===== config.mk =====
export PLATFORM = sky130hd
export DESIGN_NAME = if_stage
export DESIGN_NICKNAME = d
export VERILOG_FILES = /design/src/rtl/if_stage.sv
export SDC_FILE = /design/constraint.sdc
export NUM_CORES = 1
export LEC_CHECK = 0
export CORE_ASPECT_RATIO = 1.4
export CORE_MARGIN = 1
export CORE_UTILIZATION = 35
export DETAILED_ROUTE_END_ITERATION = 6
export MAX_ROUTING_LAYER = met4
export PLACE_DENSITY = 0.69
export SYNTH_ARGS = -nofsm -noshare
export SYNTH_HDL_FRONTEND = slang
export SYNTH_SLANG_ARGS = --single-unit

===== constraint.sdc =====
create_clock -name clk -period 4.7 [get_ports clk]
set_clock_uncertainty 0.2 [all_clocks]
set_input_delay 0.705 -clock clk [delete_from_list [all_inputs] [get_ports clk]]
set_output_delay 0.705 -clock clk [all_outputs]
set_load 0.02 [all_outputs]

===== src/rtl/if_stage.sv =====
// Instruction-fetch stage of the RV32I core: owns the PC, drives the
// instruction-memory address and fills the IF/ID pipeline register.
module if_stage #(
    parameter int                    DATA_WIDTH = 32,
    parameter logic [DATA_WIDTH-1:0] RESET_PC   = 32'h0000_0000,
    parameter logic [DATA_WIDTH-1:0] NOP_INSTR  = 32'h0000_0013
) (
    input  logic                  clk,
    input  logic                  rst,
    input  logic                  Stall,
    input  logic [1:0]            PCSrc,
    input  logic [DATA_WIDTH-1:0] PCE,
    input  logic [DATA_WIDTH-1:0] ImmExtE,
    input  logic [DATA_WIDTH-1:0] ALUResultE,
    output logic [DATA_WIDTH-1:0] InstrAddr,
    input  logic [DATA_WIDTH-1:0] InstrRData,
    output logic [DATA_WIDTH-1:0] InstrD,
    output logic [DATA_WIDTH-1:0] PCD,
    output logic [DATA_WIDTH-1:0] PCPlus4D,
    output logic                  ValidD,
    output logic                  MisalignFault,
    output logic [31:0]           FetchCount
);

    typedef enum logic {
        RUN     = 1'b0,
        FLUSHED = 1'b1
    } state_t;

    state_t                r_state;
    logic [DATA_WIDTH-1:0] r_pc;
    logic [DATA_WIDTH-1:0] r_instr;
    logic [DATA_WIDTH-1:0] r_pcd;
    logic [DATA_WIDTH-1:0] r_pcp4;
    logic                  r_valid;
    logic                  r_fault;
    logic [31:0]           r_count;

    logic [DATA_WIDTH-1:0] w_seq;
    logic [DATA_WIDTH-1:0] w_branch;
    logic [DATA_WIDTH-1:0] w_jalr;
    logic [DATA_WIDTH-1:0] w_target;
    logic                  w_redirect;
    logic                  w_misalign;

    // Next-PC candidates and redirect decode; PCSrc=11 falls through as sequential
    always_comb begin
        w_seq      = r_pc + DATA_WIDTH'(4);
        w_branch   = PCE + ImmExtE;
        w_jalr     = ALUResultE & ~DATA_WIDTH'(1);
        w_redirect = (PCSrc == 2'b01) || (PCSrc == 2'b10);
        w_target   = (PCSrc == 2'b10) ? w_jalr : w_branch;
        w_misalign = (w_target[1:0] != 2'b00);
    end

    // PC, IF/ID register and fetch FSM; redirect beats stall, stall beats fetch
    always_ff @(posedge clk or posedge rst) begin
        if (rst) begin
            r_state <= RUN;
            r_pc    <= RESET_PC;
            r_instr <= NOP_INSTR;
            r_pcd   <= '0;
            r_pcp4  <= '0;
            r_valid <= 1'b0;
            r_fault <= 1'b0;
            r_count <= '0;
        end else if (w_redirect) begin
            // The fault is sticky, but the PC still takes the word-aligned target
            r_state <= FLUSHED;
            r_pc    <= w_target & ~DATA_WIDTH'(3);
            r_instr <= NOP_INSTR;
            r_pcd   <= '0;
            r_pcp4  <= '0;
            r_valid <= 1'b0;
            if (w_misalign) begin
                r_fault <= 1'b1;
            end
        end else if (!Stall) begin
            if (r_state == FLUSHED) begin
                r_state <= RUN;
            end
            r_pc    <= w_seq;
            r_instr <= InstrRData;
            r_pcd   <= r_pc;
            r_pcp4  <= w_seq;
            r_valid <= 1'b1;
            r_count <= r_count + 32'd1;
        end
    end

    assign InstrAddr     = r_pc;
    assign InstrD        = r_instr;
    assign PCD           = r_pcd;
    assign PCPlus4D      = r_pcp4;
    assign ValidD        = r_valid;
    assign MisalignFault = r_fault;
    assign FetchCount    = r_count;

endmodule


==> results by group <==
Run status
  • Outcome: finished, final reports clean

Die
  • Die width: approximately 140 um
  • Initial Util: roughly 36%
  • Rows: 70
  • Num ports: between 200 and 300
  • Die H: roughly 200 um
  • Core area: about 26000 um2
  • Die ar.: around 28000 um2

Timing
  • Final Hold Vio Count: 0
  • Setup TNS: 0 ps
  • Final Hold Slack: 272 ps
  • Setup WS post-layout: 988 ps
  • Tcrit/Tclk final: 79.0%
  • FMAX: around 270 MHz
  • Slew margin rel.: 38.0%
  • Final setup viols: 0
  • RSZ-0062 raised after global routing: no
  • Worst slew pin tran: roughly 930 ps
  • Min Tclk post-route: 3710 ps
  • Final Max Slew Viols: 0

Power and ir drop
  • Clk pwr share: around 29%
  • Pwr/cell area: about 360 nW/um2
  • Power Internal: around 3100 uW
  • Pleak: 0.00552 uW
  • Combinational Power Share: 33.4%
  • Highest ir drop seen on vdd: between 0.15 and 0.2 mV
  • Switching power total: roughly 1600 uW
  • Net Sw Frac: around 34%
  • Sequential share of power: between 30% and 40%

Layout
  • Post-route insts no fill: 1603
  • Commonest cells after routing, fill and taps aside: clkdlybuf4s50_1 (286), dfrtp_1 (153), nand2_1 (98)
  • Synth-to-Final Area Change: 38.8%
  • Post-layout instance area: between 10000 and 15000 um2
  • # nets final: approximately 1400
  • Commonest non-fill, non-tap cell in the layout: clkdlybuf4s50_1
  • Layout cell share with drive strength beyond 1: roughly 4.4%

Critical path
  • WP data required: between 4000 and 5000 ps
  • CP top delay family: simple AND/OR/NAND/NOR gates
  • CP max FO: 6
  • Slowest cell on the critical path: nor4_1
  • Worst Setup End Kind: register
  • Crit path from: PCSrc[0]
  • CP startpoint kind: input pin
  • Crit Path Class: in -> reg
  • WP data arrival: about 3800 ps
  • Most used cell, CP: inv_1
  • Stages on the worst setup path: 11
  • Buffers and inverters on the worst path: 3
  • Path depth of the worst reg2reg path: 9
  • Crit path cell chain: clkdlybuf4s50_1 > inv_1 > ha_4 > nor2b_4 > nand4_1 > nor4_2 > and2_1 > inv_1 > nor4_1 > nand3_1 > xnor2_1
  • Worst reg2reg path startpoint: InstrAddr[3]$_DFFE_PP0P_
  • CP max stage delay: 580 ps

Place
  • # port buffers: around 290
  • Post-DP Area: between 10000 and 15000 um2
  • Worst slack at placement: 555 ps
  • Placed insts: approximately 1600
  • Detailed Place HPWL: slightly above 20000 um
  • RD Place Congestion: between 0.9 and 1

Synthesis
  • Post-Synth Simple-Gate Area: about a fifth
  • Post-synthesis sequential area ratio: 41.5%
  • Xor and xnor area share after synthesis: approximately a tenth
  • Average size of a mapped cell: 9.26 um2
  • Largest area contributor in the netlist: dfrtp_1
  • Mux cell area share after synthesis: 7.28%
  • Synth warn: 0
  • Syn Std Cell Area: around 9400 um2
  • Main combinational cell family by area after synthesis: simple AND/OR/NAND/NOR gates
  • Synth top area share: 40.7%
  • Synth area leaders: dfrtp_1 (41%), mux2i_1 (6.8%), xnor2_1 (6.5%)
  • Fraction of registers with async set/reset: 100%
  • Post-Syn Instances: approximately 1000
  • Ys flop type: dfrtp_1
  • Post-synth EDFFs: 0
  • Adder-cell share of the synthesized area: between 4 and 5%
  • Synth cell types: 60
  • Yosys reg bits: 156
  • Complex-gate fraction of the synthesized area: between 10% and 20%

Routing
  • Routed WL: about 27000 um
  • DRT iter0 DRCs: 456
  • First-pass detailed-route iteration total: 5
  • Avg WL per Cell: between 15 and 20 um
  • Drc violations: 0
  • Via density: 5.00
  • DRT antenna net count: 0
  • Via count: ~8000

CTS
  • Post_cts resized: 0
  • H-tree depth: 4
  • Clk root buf: clkbuf_16
  • Number of clock sinks: between 150 and 200
  • CTS max path bufs: 2
  • Hold Buf Count CTS: 0
  • Clk_lat worst skew: between 400 and 500 ps
  • Clock Pin Slew Worst Setup and Hold Paths: 60 ps
  • TritonCTS buffer count: 17
  • CTS tree: done
  • Post-CTS setup buffers: 0

GRT
  • Number of global-route vias before repair: a little under 8000
  • Largest net degree at the start of global routing: 100
  • Total track usage: approximately 20%
  • Remaining global-route overflow: 0
  • Antenna violations before repair: 1
  • First-pass GRT wire length: approximately 43000 um

Worst hold path
  • Hold Path Depth: 1
  • Hold path start: FetchCount[31]$_DFFE_PP0P_
  • Hold Crit Class: reg -> reg

Job
  • Max_cap viols: 0
-- layout make-up --
| class | instances | area, um2 |
|---|---|---|
| fill | 2495 | 13200 |
| multi-input combinational | 777 | 5150 |
| sequential | 156 | 3910 |
| timing repair buffer | 292 | 2940 |
| clock buffer | 21 | 460 |
| tap | 324 | 405 |
| clock inverter | 11 | 119 |
| inverter | 21 | 82.6 |
| antenna | 1 | 2.50 |
-- through the flow --
stage	util, %	power [uW]
2_1_floorplan	-	2650
3_3_place_gp	47.5	3340
3_5_place_dp	47.5	3370
4_1_cts	49.7	4750
5_1_grt	49.7	4960
6_report	49.7	4700
-- Yosys cell counts (33+ instances only) --
master    instances
nor2_1           68
nor2b_1          62
nand2_1          98
clkbuf_1         42
xor2_1           40
o21ai_0          58
ha_1             34
mux2i_1          64
a21oi_1          59
nand3_1          33
dfrtp_1         153
xnor2_1          70
-- worst register-to-register path, cell delays in order, from the launching register on --
cell	delay [ps]
dfrtp_1	450
ha_1	240
nand3_1	150
or2_2	470
nor3_1	590
nand2_1	210
nor2_1	170
xnor2_1	120
o21ai_0	70
and2_1	190
-- registers in the layout (all words and copies together) (netlist names) --
| register | cells |
|---|---|
| PCPlus4D | 30 |
| MisalignFault | 1 |
| ValidD | 1 |
| InstrAddr | 30 |
| FetchCount | 32 |
| PCD | 30 |
| InstrD | 32 |
-- power groups by stage --
stage / Sequential (uW) / Combinational [uW] / Clock [uW]
after floorplan: 1930 / 719 / 0
after global placement: 1780 / 1560 / 0
after detailed placement: 1790 / 1580 / 0
after CTS: 1770 / 1580 / 1400
after global routing: 1800 / 1700 / 1450
final: 1760 / 1570 / 1370
-- kinds of logic (layout without fill, tap and decap cells) --
| group | Yosys count | in the layout |
|---|---|---|
| AO/OA/AOI/OAI | 193 | 193 |
| XOR/XNOR | 110 | 110 |
| adder cells (fa/ha/maj) | 35 | 35 |
| buffers and inverters | 88 | 345 |
| flip-flops | 156 | 156 |
| multiplexers | 68 | 68 |
| other | 1 | 7 |
| AND/OR/NAND/NOR | 365 | 365 |
-- routing by layer --
layer	part of all wire [%]	track usage, %
met4	2.4	6.88
met1	43	24.5
met5	0	-
met2	51	34.6
met3	3.9	3.49
-- final timing paths --
| check | to | slack [ps] |
|---|---|---|
| worst max-delay path | FetchCount[28]$_DFFE_PP0P_ | 990 |
| worst min-delay path | FetchCount[31]$_DFFE_PP0P_ | 270 |
| worst max register to register | PCPlus4D[30]$_DFFE_PP0P_ | 1730 |
| worst min register to register | FetchCount[31]$_DFFE_PP0P_ | 270 |
| max in group asynchronous | PCD[28]$_DFFE_PP0P_ | 2920 |
| min in group asynchronous | FetchCount[8]$_DFFE_PP0P_ | 560 |
Note: power is estimated with default switching activity, not from simulation.
